$ cat config.mk
export PLATFORM = sky130hd
export DESIGN_NAME = uart_rx_fifo
export DESIGN_NICKNAME = d
export VERILOG_FILES = /design/src/rtl/uart_pkg.sv /design/src/rtl/sync_fifo.sv /design/src/rtl/uart_rx_fifo.sv
export SDC_FILE = /design/constraint.sdc
export NUM_CORES = 1
export LEC_CHECK = 0
export CAP_MARGIN = 20
export CORE_ASPECT_RATIO = 0.9
export CORE_UTILIZATION = 50
export CTS_CLUSTER_SIZE = 25
export DETAILED_ROUTE_END_ITERATION = 12
export GPL_TIMING_DRIVEN = 0
export HOLD_SLACK_MARGIN = 0.02
export PLACE_DENSITY = 0.68
export SYNTH_ARGS = -nofsm -noshare
export SYNTH_HDL_FRONTEND = slang
export SYNTH_HIERARCHICAL = 1
export SYNTH_SLANG_ARGS = --single-unit
export TNS_END_PERCENT = 10
$ cat constraint.sdc
create_clock -name clk -period 6.3 [get_ports clk]
set_clock_uncertainty 0.1 [all_clocks]
set_input_delay 0.63 -clock clk [delete_from_list [all_inputs] [get_ports clk]]
set_output_delay 0.63 -clock clk [all_outputs]
set_load 0.05 [all_outputs]
$ cat src/rtl/uart_pkg.sv
// Shared constants and types for the UART receiver with its receive FIFO.
package uart_pkg;

    // Default bit period: 115200 baud from a 100 MHz clock.
    localparam int CLKS_PER_BIT_DEF = 868;

    // Width of one received character.
    localparam int DATA_W = 8;

    // Receiver frame phases.
    typedef enum logic [1:0] {
        ST_IDLE  = 2'd0,
        ST_START = 2'd1,
        ST_DATA  = 2'd2,
        ST_STOP  = 2'd3
    } rx_state_e;

endpackage

$ cat src/rtl/sync_fifo.sv
// Single-clock FIFO with occupancy count. DEPTH must be a power of two (>= 2)
// so the read/write pointers wrap naturally. A push while full is accepted
// only when a pop happens in the same cycle.
module sync_fifo #(
    parameter int W     = 8,
    parameter int DEPTH = 8
) (
    input  logic                     clk,
    input  logic                     rst,
    input  logic                     push,
    input  logic [W-1:0]             push_data,
    input  logic                     pop,
    output logic [W-1:0]             pop_data,
    output logic                     full,
    output logic                     empty,
    output logic [$clog2(DEPTH):0]   count
);

    localparam int AW   = $clog2(DEPTH);
    localparam int CNTW = AW + 1;

    logic [W-1:0]    mem_q [DEPTH];
    logic [AW-1:0]   wr_ptr_q, wr_ptr_d;
    logic [AW-1:0]   rd_ptr_q, rd_ptr_d;
    logic [CNTW-1:0] count_q, count_d;
    logic            do_push;
    logic            do_pop;

    assign empty    = (count_q == '0);
    assign full     = (count_q == CNTW'(DEPTH));
    assign count    = count_q;
    // The head is forced to zero when empty so the output is defined after reset.
    assign pop_data = empty ? '0 : mem_q[rd_ptr_q];

    // Next-state for pointers and occupancy.
    always_comb begin
        do_pop   = pop && !empty;
        do_push  = push && (!full || do_pop);
        wr_ptr_d = wr_ptr_q;
        rd_ptr_d = rd_ptr_q;
        count_d  = count_q;
        if (do_push) wr_ptr_d = wr_ptr_q + AW'(1);
        if (do_pop)  rd_ptr_d = rd_ptr_q + AW'(1);
        case ({do_push, do_pop})
            2'b10:   count_d = count_q + CNTW'(1);
            2'b01:   count_d = count_q - CNTW'(1);
            default: count_d = count_q;
        endcase
    end

    // Pointer and count registers.
    always_ff @(posedge clk or posedge rst) begin
        if (rst) begin
            wr_ptr_q <= '0;
            rd_ptr_q <= '0;
            count_q  <= '0;
        end else begin
            wr_ptr_q <= wr_ptr_d;
            rd_ptr_q <= rd_ptr_d;
            count_q  <= count_d;
        end
    end

    // Storage array; contents are only observable through a valid head.
    always_ff @(posedge clk) begin
        if (do_push) mem_q[wr_ptr_q] <= push_data;
    end

endmodule

$ cat src/rtl/uart_rx_fifo.sv
// 8N1 UART receiver: 2-flop synchronizer, mid-bit sampling FSM, and a receive
// FIFO. frame_err and overrun are registered one-cycle pulses and cannot
// coincide because they come from opposite outcomes of the stop-bit sample.
// Handshake: a byte leaves the FIFO on any rising clk edge where
// rx_valid && rx_ready; rx_ready while rx_valid is low has no effect.
module uart_rx_fifo
    import uart_pkg::*;
#(
    parameter int CLKS_PER_BIT = CLKS_PER_BIT_DEF,
    parameter int FIFO_DEPTH   = 8
) (
    input  logic                          clk,
    input  logic                          rst,
    input  logic                          rx,
    output logic [DATA_W-1:0]             rx_data,
    output logic                          rx_valid,
    input  logic                          rx_ready,
    output logic [$clog2(FIFO_DEPTH):0]   fifo_count,
    output logic                          frame_err,
    output logic                          overrun,
    output logic                          busy
);

    localparam int CW = (CLKS_PER_BIT > 1) ? $clog2(CLKS_PER_BIT) : 1;
    localparam logic [CW-1:0] CNT_FULL = CW'(CLKS_PER_BIT - 1);
    localparam logic [CW-1:0] CNT_HALF = CW'(CLKS_PER_BIT / 2 - 1);

    logic              sync1_q, sync2_q;
    logic              rxs;
    rx_state_e         state_q, state_d;
    logic [CW-1:0]     cnt_q, cnt_d;
    logic [2:0]        idx_q, idx_d;
    logic [DATA_W-1:0] shift_q, shift_d;
    logic              frame_err_q, frame_err_d;
    logic              overrun_q, overrun_d;
    logic              push_req;
    logic              pop_fire;
    logic              fifo_full;
    logic              fifo_empty;

    assign rxs       = sync2_q;
    assign rx_valid  = !fifo_empty;
    assign pop_fire  = rx_valid && rx_ready;
    assign frame_err = frame_err_q;
    assign overrun   = overrun_q;
    assign busy      = (state_q != ST_IDLE);

    // Two-stage synchronizer; idle-high reset value avoids a false start bit.
    always_ff @(posedge clk or posedge rst) begin
        if (rst) begin
            sync1_q <= 1'b1;
            sync2_q <= 1'b1;
        end else begin
            sync1_q <= rx;
            sync2_q <= sync1_q;
        end
    end

    // Frame FSM next-state: half-bit wait to centre on the start bit, then
    // whole-bit steps so every later sample lands mid-bit.
    always_comb begin
        state_d     = state_q;
        cnt_d       = cnt_q + CW'(1);
        idx_d       = idx_q;
        shift_d     = shift_q;
        push_req    = 1'b0;
        frame_err_d = 1'b0;
        case (state_q)
            ST_IDLE: begin
                cnt_d = '0;
                if (!rxs) state_d = ST_START;
            end
            ST_START: begin
                if (cnt_q == CNT_HALF) begin
                    cnt_d = '0;
                    if (!rxs) begin
                        state_d = ST_DATA;
                        idx_d   = 3'd0;
                    end else begin
                        state_d = ST_IDLE;
                    end
                end
            end
            ST_DATA: begin
                if (cnt_q == CNT_FULL) begin
                    cnt_d   = '0;
                    shift_d = {rxs, shift_q[DATA_W-1:1]};
                    idx_d   = idx_q + 3'd1;
                    if (idx_q == 3'd7) state_d = ST_STOP;
                end
            end
            ST_STOP: begin
                if (cnt_q == CNT_FULL) begin
                    cnt_d   = '0;
                    state_d = ST_IDLE;
                    if (rxs) push_req    = 1'b1;
                    else     frame_err_d = 1'b1;
                end
            end
            default: state_d = ST_IDLE;
        endcase
        overrun_d = push_req && fifo_full && !pop_fire;
    end

    // FSM, shift register and error pulse registers.
    always_ff @(posedge clk or posedge rst) begin
        if (rst) begin
            state_q     <= ST_IDLE;
            cnt_q       <= '0;
            idx_q       <= '0;
            shift_q     <= '0;
            frame_err_q <= 1'b0;
            overrun_q   <= 1'b0;
        end else begin
            state_q     <= state_d;
            cnt_q       <= cnt_d;
            idx_q       <= idx_d;
            shift_q     <= shift_d;
            frame_err_q <= frame_err_d;
            overrun_q   <= overrun_d;
        end
    end

    sync_fifo #(
        .W     (DATA_W),
        .DEPTH (FIFO_DEPTH)
    ) u_fifo (
        .clk       (clk),
        .rst       (rst),
        .push      (push_req),
        .push_data (shift_q),
        .pop       (pop_fire),
        .pop_data  (rx_data),
        .full      (fifo_full),
        .empty     (fifo_empty),
        .count     (fifo_count)
    );

endmodule
==> metrics list <==
- In this run the cell area of the synthesized design comes to 0.00438 mm2.
- Leakage power of the design: 2.02 nW
* Reg power frac: 0.483
* Sw Pwr: 0.451 mW
* Maximum number of pins on one net before global-route repair: 28
- The repair_antennas step left the layout with diodes totalling 0.
- After detailed routing, the number of remaining DRC violations is 0.
- Count of nets left with antenna violations after detail routing: 0
- DR vias: 2314
- Synthesized Nets: 298
- The flow ran to the end, and the final reports show no timing, DRC or antenna violations.
- No sink is reached through more buffers than the 2 on the longest clock path.
- Of the cells placed in the final design, the portion with a size suffix greater than 1 is 0.189.
- Reg-to-reg critical path endpoint: u_fifo/count[3]
* Number of synthesized flops with an enable pin: 64
- Placed cell count: 425
- Half-perimeter wire length of the detailed placement result: 4970 um
- Filler-free cell count of the finished design: 442
- The tree is rooted in a sky130_fd_sc_hd__clkbuf_8.
- The final hold violation count is 0.
- TNS Setup: 0 ns
* Share of the clock period used by the worst path after layout: 0.555
- The internal portion of the total power is 1.09 mW.
- Number of nets in the final layout: 331
* Total power after layout: 1.54 mW
- Clock-pin transition on the worst setup and hold timing paths: 0.09 ns
- Worst hold path stage count: 0
- The number of antenna violations at the first check in global routing came to 0.
* DIE HEIGHT: 90.8 um
- Once the clock tree was built, the setup fixing pass inserted 0 buffers.
- Wire length per cell: 16.1 um
* Number of synthesized register bits: 101
- In this run the power density over the cells is 310 mW/mm2.
* Synthesis warning total: 6
* Crit path DAT: 2.77 ns
- Total of buffers placed on input and output ports: 19
* CP max stage cell: sky130_fd_sc_hd__clkdlybuf4s50_1
* Core area: 0.00853 mm2
* Logic gate share of total power: 0.252
* Overall die width: 101 um
- The tool flagged a number of max-cap violations equal to 0.
* Worst setup EP type: output pin
- RSZ-0062 raised after global routing: no
* Min cycle time layout: 3.50 ns
- Total overflow reported by the global router: 0
- Before CTS, the worst setup slack after placement is 2.82 ns.
- Fraction of the yosys area taken by sequential cells: 0.651
- The floorplan step defined a die boundary enclosing 0.00914 mm2.
* Kind of launch point of the worst setup path: register
* Number of buffer and inverter stages on the critical path: 3
* Worst slew margin: 0.461
- Along the worst path, the maximum fanout reaches 10.
- For the worst setup path, the data required time is 5.57 ns.
* Top library cells by usage in the layout, fill and taps aside: 64 x sky130_fd_sc_hd__edfxtp_1, 35 x sky130_fd_sc_hd__dfrtp_1, 31 x sky130_fd_sc_hd__nor2_1, 19 x sky130_fd_sc_hd__clkdlybuf4s50_1, 16 x sky130_fd_sc_hd__mux4_2
* Number of global-route vias before repair: 2330
* Family with the most delay on the worst path: buffers and inverters
* Sinks on Clock Net: 101
- Clock power frac: 0.265
* Routed wire length: 7120 um
- CTS-repair resized insts: 0
- After synthesis, the share of flip-flops with an asynchronous set or reset is 0.366.
* Total number of H-tree levels: 3
- Minimum setup slack in the final design: 2.80 ns
- Clock tree from TritonCTS: done
- Of the total power, the share spent switching nets is 0.294.
- For this block, the initial DRC count from the detailed router was 58.
- The path class of the tightest hold or removal check is register to register.
- Initial core utilization: 0.513
- Worst reg2reg startpoint: cnt_q[0]
- Clk_lat worst skew: 0.36 ns
- Worst ir drop on vdd: 0.154 mV
- For this design, the CTS-stage hold fixing added 0 buffers.
- First-pass GRT wire length: 11900 um
- Using the TritonRoute via totals, the vias-per-cell ratio works out to 5.24.
- For this run, the leading register cell type out of synthesis is sky130_fd_sc_hd__edfxtp_1.
- On the worst path, the slowest cell contributes a delay of 0.72 ns.
- Startpoint-to-endpoint class of the critical path: register to output pin
- Hold path start: sync1_q
* Unique cell type count in the Yosys netlist: 47
- The max-slew violation total from the final report was 0.
- Overall global routing resource usage: 0.177
- Setup violations remaining at the end of the flow were counted as 0.
- The average instance in the mapped netlist occupies 15.4 um2.
* Final weighted congestion in routability-driven placement: 0.738
- FF-to-FF path depth: 12
- Ports placed on the boundary: 20
* Layout Area Growth over Synthesis: 13.2%
- For this run, the top clock speed supported by timing is 0.286 GHz.
- Worst reg2reg setup slack: 2.90 ns
- Initial DRT Pass Iterations: 4
* Hold slack final: 0.261 ns
- Most frequent standard cell in the layout excluding fill and tap cells: sky130_fd_sc_hd__edfxtp_1
- For the pin with the worst max-slew slack, the measured transition is 0.805 ns.
- Traced cell by cell, the critical path runs through clkbuf_1 > buf_2 > mux4_2 > mux2i_1 > nor2_1 > clkdlybuf4s50_1.
- Cts bufs inserted: 9
- Synthesized instance count: 285
- Site Rows: 32
* Min-Delay Endpoint: rxs
==> area by class of cell <==
class	instances	area (um2)
Fill cell	665	3570
Sequential cell	101	2850
Multi-Input combinational cell	160	1420
Timing Repair Buffer	22	230
Tap cell	119	149
Clock buffer	11	141
Clock inverter	5	57.6
Inverter	15	56.3
Buffer	9	52.6
==> per-layer routing <==
metal / vias up / global-route usage / share of wire
met4: 0 / 0.0543 / 0.011
li1: 1108 / - / -
met5: - / 0 / 0
met2: 23 / 0.271 / 0.48
met3: 9 / 0.0511 / 0.025
met1: 1174 / 0.246 / 0.48
==> stage by stage <==
step | util | instance area (um2)
after floorplan | - | 4380
after global placement | 0.553 | 4720
after detailed placement | 0.555 | 4730
after CTS | 0.578 | 4930
after global routing | 0.581 | 4960
final | 0.581 | 4960
==> power by group through the flow <==
stage	clock (mW)	sequential [mW]	combinational [mW]
2_1_floorplan	0	0.798	0.260
3_3_place_gp	0	0.755	0.386
3_5_place_dp	0	0.755	0.393
4_1_cts	0.422	0.741	0.392
5_1_grt	0.447	0.744	0.424
6_report	0.407	0.742	0.388
==> logic make-up (layout without fill, tap and decap cells) <==
group / Yosys count / count (layout) / share of synthesized area
flops: 101 / 101 / 0.651
compound gates: 16 / 16 / 0.0320
mux: 39 / 39 / 0.139
fa+ha+maj: 9 / 9 / 0.0274
xor+xnor: 14 / 14 / 0.0280
buf+inv: 24 / 62 / 0.0249
simple gates: 82 / 82 / 0.0983
==> worst register-to-register path: stages, from the launching register on <==
cell and delay, ns:
sky130_fd_sc_hd__dfrtp_1 0.45, sky130_fd_sc_hd__ha_1 0.28, sky130_fd_sc_hd__nand4_1 0.19, sky130_fd_sc_hd__nor4_4 0.40, sky130_fd_sc_hd__and4_2 0.44, sky130_fd_sc_hd__inv_1 0.10
sky130_fd_sc_hd__nand2b_1 0.12, sky130_fd_sc_hd__inv_1 0.07, sky130_fd_sc_hd__ha_1 0.27, sky130_fd_sc_hd__a211oi_1 0.36, sky130_fd_sc_hd__o2111ai_1 0.18, sky130_fd_sc_hd__o21a_1 0.15
sky130_fd_sc_hd__o221ai_1 0.19
==> synthesized netlist by cell type (all sizes together) (3+ instances only) <==
cell | n | area share
nor2b | 5 | 0.0071
nor3 | 6 | 0.0069
edfxtp | 64 | 0.44
o21a | 3 | 0.0051
ha | 8 | 0.023
nand2b | 5 | 0.0071
inv | 15 | 0.013
dfrtp | 35 | 0.20
clkbuf | 4 | 0.0037
xnor2 | 10 | 0.020
mux4 | 16 | 0.082
mux2i | 13 | 0.030
nand2 | 14 | 0.014
mux2 | 10 | 0.027
nand3 | 7 | 0.0080
xor2 | 4 | 0.0080
buf | 5 | 0.0083
nor2 | 32 | 0.028
o21ai | 3 | 0.0043
==> worst max path at each step <==
stage	from	slack, ns	end	cells after the start
final	u_fifo/rd_ptr_q[1]	2.80	rx_data[4]	6
after global routing	u_fifo/rd_ptr_q[1]	2.62	rx_data[3]	6
after CTS	u_fifo/rd_ptr_q[1]	2.74	rx_data[4]	6
after detailed placement	rx_ready	2.82	u_fifo/count[3]	10
after global placement	rx_ready	2.61	u_fifo/mem_q[1][1]	6
after floorplan	u_fifo/count[0]	3.11	u_fifo/count[3]	12
==> state kept, by name, indices dropped and copies added (netlist names), named ones only <==
name             flops
state_q              1
frame_err            1
u_fifo/mem_q        64
u_fifo/count         4
overrun              1
shift_q              8
sync1_q              1
rxs                  1
idx_q                3
cnt_q               10
u_fifo/wr_ptr_q      3
u_fifo/rd_ptr_q      3
No activity file was read; power rests on OpenSTA's default activity.
==> variant 1 (same flow settings) <==
Make the reset (`rst`) synchronous in 3 clocked blocks.
--- a/src/rtl/sync_fifo.sv
+++ b/src/rtl/sync_fifo.sv
@@ -50,5 +50,5 @@
 
     // Pointer and count registers.
-    always_ff @(posedge clk or posedge rst) begin
+    always_ff @(posedge clk) begin
         if (rst) begin
             wr_ptr_q <= '0;
--- a/src/rtl/uart_rx_fifo.sv
+++ b/src/rtl/uart_rx_fifo.sv
@@ -47,5 +47,5 @@
 
     // Two-stage synchronizer; idle-high reset value avoids a false start bit.
-    always_ff @(posedge clk or posedge rst) begin
+    always_ff @(posedge clk) begin
         if (rst) begin
             sync1_q <= 1'b1;
@@ -104,5 +104,5 @@
 
     // FSM, shift register and error pulse registers.
-    always_ff @(posedge clk or posedge rst) begin
+    always_ff @(posedge clk) begin
         if (rst) begin
             state_q     <= ST_IDLE;
Check against the original RTL: differs if rst is asserted again (counterexample within 4 cycles, from zero or initial values and one cycle with rst high); with rst held inactive, the same outputs for 10 cycles.
==> variant 1 against the unedited design <==
Synthesized cell count grew 8.4%. Worst hold slack gained 57 ps. Final area shrank 1.4%. Critical path type is now flip-flop to flip-flop. Wire length grew 3.2%. Sequential cell count grew 3. Worst setup slack lost 68 ps. Area after synthesis shrank 0.71%.
Power is not compared: it rests on default switching activity, and its combinational part moved more than twofold at a synthesized area within 25%.
==> variant 1: results (changes against the unedited design) <==
stage,metric,value,unit,change
outcome,outcome,"finished, final reports clean",,unchanged
clock_network,cts_setup_buffers,0,,unchanged
drt,post_drt_wl_per_cell,15.8,um,was 16.1 um
clock_network,cts_resized,0,,unchanged
global_route,antenna_found_initial,0,,unchanged
clock_network,cts-htree-levels,3,,unchanged
clock_network,clockRootBuffer,clkbuf_8,,unchanged
logic_synthesis,syn_nets,322,,was 298
sta,timing.hold.ws,319,ps,was 261 ps
setup_path,worstPathMaxFanout,11,,was 10
drt,drtIter0Drc,142,,was 58
drt,vias,2527,,was 2314
clock_network,insertion_delay,350,ps,
global_route,grt-ovfl-total,0,,unchanged
clock_network,clk_pin_slew_worst_paths,90,ps,about the same
setup_path,critPathSlowestCell,nor4_2,,was clkdlybuf4s50_1
logic_synthesis,synth_edf_count,64,,unchanged
placement,hpwl,5.14,mm,was 4.97 mm
logic_synthesis,ys_types,50,,was 47
placement,place.gp.congestion,0.795,,was 0.738
global_route,grt_pass1_wl,12.0,mm,was 11.9 mm
power_and_ir_drop,leakage,1.70,nW,
global_route,grt_usage,17.5,%,was 17.7%
setup_path,arrival,3750,ps,was 2770 ps
layout,fin_nets,357,,was 331
logic_synthesis,yosys_warnings,6,,unchanged
hold_path,hp-class,flip-flop to flip-flop,,unchanged
setup_path,slowest_delay,870,ps,was 720 ps
logic_synthesis,yosys-top-cells-count,"edfxtp_1, nor2_1, dfxtp_1",,"was edfxtp_1, dfrtp_1, nor2_1"
drt,firstDrtPassIters,4,,unchanged
logic_synthesis,synthTopCellsByArea,"edfxtp_1, dfxtp_1, mux4_2",,"was edfxtp_1, dfrtp_1, mux4_2"
layout,drive_gt1_share,15.5,%,was 18.9%
global_route,grt_pass1_vias,2418,,was 2330
logic_synthesis,ys_seq_area_share,62.6,%,was 65.1%
global_route,grt_max_degree,17,,was 28
placement,pre_cts_slack,2690,ps,was 2820 ps
sta,slew-limit-headroom,32.4,%,was 46.1%
clock_network,cts_buffers,9,,unchanged
power_and_ir_drop,ir_drop,0.173,mV,
layout,largest_registers,"u_fifo/mem_q (64), cnt_q (10), shift_q (8)",,unchanged
layout,antenna_cells,0,,unchanged
clock_network,cts_buffer_depth,2,,unchanged
logic_synthesis,synthArstFlopShare,0,%,was 36.6%
placement,portBuffers,19,,unchanged
## variant 1: final timing paths
kind | from | endpoint | cells past startpoint
worst max-delay path | u_fifo/count[1]$_SDFFE_PP0P_ | u_fifo/count[3]$_SDFFE_PP0P_ | 11
worst max register to register | u_fifo/count[1]$_SDFFE_PP0P_ | u_fifo/count[3]$_SDFFE_PP0P_ | 11
worst min-delay path | sync1_q$_SDFF_PP1_ | rxs$_SDFF_PP1_ | 1
worst min register to register | sync1_q$_SDFF_PP1_ | rxs$_SDFF_PP1_ | 1
## variant 1: worst max-delay path, delay by kind of cell, from the launching register on
family	cells	cell delay (ps)
AO/OA/AOI/OAI	4	830
adder cells (fa/ha/maj)	1	320
buffers and inverters	2	190
flip-flops	1	340
AND/OR/NAND/NOR	4	1700
## variant 1: power by group
group | internal (mW) | switching, mW | total, mW
logic | 0.00918 | 0.0143 | 0.0235
registers | 0.716 | 0.00458 | 0.721
clock network | 0.142 | 0.209 | 0.351
## variant 1: per-layer routing
metal  wire (um)  vias to the layer above  GRT usage [%]  part of all wire, %
li1            -                     1227              -                    -
met1        3540                     1259           24.0                   48
met2        3510                       39           28.0                   48
met3         282                        2           4.18                  3.8
met4          22                        0           4.71                 0.30
met5           0                        -              0                    0
## variant 1: logic make-up (layout without fill, tap and decap cells)
| group | after synthesis | in the layout | synth area share [%] |
|---|---|---|---|
| flops | 104 | 104 | 62.6 |
| buf+inv | 19 | 59 | 1.99 |
| fa+ha+maj | 9 | 9 | 2.76 |
| compound gates | 20 | 20 | 3.45 |
| mux | 37 | 37 | 13.1 |
| simple gates | 105 | 105 | 13.0 |
| xor+xnor | 15 | 15 | 3.02 |
## variant 1: metrics by stage
stage	std cells	instance area (um^2)
global route	464	4890
finish	464	4890
floorplan	309	4350
global placement	443	4680
detailed placement	448	4730
CTS	464	4890
## variant 1: area by class of cell
| cell class | instances | area (um^2) |
|---|---|---|
| plain buffers | 12 | 60.1 |
| clock buffers | 10 | 128 |
| clock inverters | 6 | 36.3 |
| fillers | 670 | 3330 |
| inverters | 7 | 26.3 |
| multi-input cells | 186 | 1550 |
| flip-flops and latches | 104 | 2720 |
| well taps | 115 | 144 |
| repair buffers | 24 | 228 |
==> variant 2 (same settings) <==
Without the edit above. The package constant `DATA_W` goes from 8 to 10.
--- a/src/rtl/uart_pkg.sv
+++ b/src/rtl/uart_pkg.sv
@@ -6,5 +6,5 @@
 
     // Width of one received character.
-    localparam int DATA_W = 8;
+    localparam int DATA_W = 10;
 
     // Receiver frame phases.
Ports: changed (resized rx_data); port bits go from 20 to 22. The function was not compared with the original's and may differ.
==> variant 2 against the unedited design <==
Sequential cell count is 18 higher. Area after synthesis is 15% higher. Maximum frequency is 3.6% lower. Final area is 23% higher. Power is 44% higher. Clock power is 120% higher. Wire length is 30% higher. Worst setup slack worse by 130 ps. Synthesized cell count is 10% higher. Critical path type is now flip-flop to flip-flop.
==> variant 2: results (changes against the unedited design) <==
stage,metric,value,unit,change
layout,bufAreaShareNonClock,6.26,%,was 5.70%
logic_synthesis,synth_edf_count,80,,was 64
placement,place.gp.congestion,0.699,,was 0.738
drt,viasPerCell,5.44,,was 5.24
layout,drive_gt1_share,21.7,%,was 18.9%
logic_synthesis,yosys-top-cells-count,"edfxtp_1, dfrtp_1, nor2_1",,unchanged
setup_path,worstPathMaxFanout,7,,was 10
clock_network,cts-htree-levels,4,,was 3
clock_network,cts_buffers,17,,was 9
layout,fin_nets,376,,was 331
logic_synthesis,ys_seq_area_share,67.0,%,was 65.1%
global_route,grt_pass1_wl,15.0,mm,was 11.9 mm
logic_synthesis,synth_xor_area_share,2.08,%,was 2.80%
clock_network,insertion_delay,510,ps,was 360 ps
setup_path,ff2ff_setup_slack,2670,ps,was 2900 ps
outcome,outcome,"finished, final reports clean",,unchanged
drt,drt_wl_total,9.24,mm,was 7.12 mm
logic_synthesis,synthArstFlopShare,32.8,%,was 36.6%
placement,portBuffers,21,,was 19
sta,worst_pin_slew,918,ps,was 805 ps
drt,wl_met3,519,um,was 179 um
global_route,grt_max_degree,17,,was 28
setup_path,critPathSlowestCell,or3b_4,,was clkdlybuf4s50_1
logic_synthesis,ys_ff_latch,119,,was 101
layout,area_share_clock_buf_inv,9.12,%,was 4.01%
layout,inverters_excl_clock,17,,was 15
variant 2: layer usage:
| metal | vias to the layer above | global-route usage (%) |
|---|---|---|
| li1 | 1280 | - |
| met1 | 1345 | 27.2 |
| met2 | 82 | 30.3 |
| met3 | 12 | 6.17 |
| met4 | 0 | 7.06 |
| met5 | - | 0 |
variant 2: per-stage QoR:
stage                     worst slack (ps)  cells  area [um^2]  total power, mW
after global routing                  2420    500         6090             2.30
after detailed placement              2650    464         5470             1.32
after CTS                             2630    494         6030             2.23
after global placement                2220    461         5410             1.31
after floorplan                       2920    314         5040             1.21
final                                 2670    500         6090             2.21
variant 2: report_power, final:
group          leakage (nW)  switching (mW)  internal [mW]
logic                 0.859           0.246          0.174
clock network         0.262           0.317          0.590
registers              1.44          0.0293          0.854
variant 2: worst register-to-register path, cell delays in order (launching register included):
cell      delay, ps
dfrtp_1         440
or3b_4          450
nor3_1          390
and3_1          270
and2_1          330
inv_1           120
or2b_1          210
inv_1            70
ha_1            270
a211oi_1        400
or3_1           230
o21a_1          130
o221ai_1        110
variant 2: final timing paths:
| check | startpoint | endpoint | depth (start not counted) |
|---|---|---|---|
| min in group asynchronous | rst | u_fifo/count[3]$_DFFE_PP0P_ | 2 |
| min reg2reg | sync1_q$_DFF_PP1_ | rxs$_DFF_PP1_ | 0 |
| max reg2reg | cnt_q[2]$_DFF_PP0_ | u_fifo/count[3]$_DFFE_PP0P_ | 12 |
| min | sync1_q$_DFF_PP1_ | rxs$_DFF_PP1_ | 0 |
| max | cnt_q[2]$_DFF_PP0_ | u_fifo/count[3]$_DFFE_PP0P_ | 12 |
| max in group asynchronous | rst | shift_q[2]$_DFFE_PP0P_ | 3 |
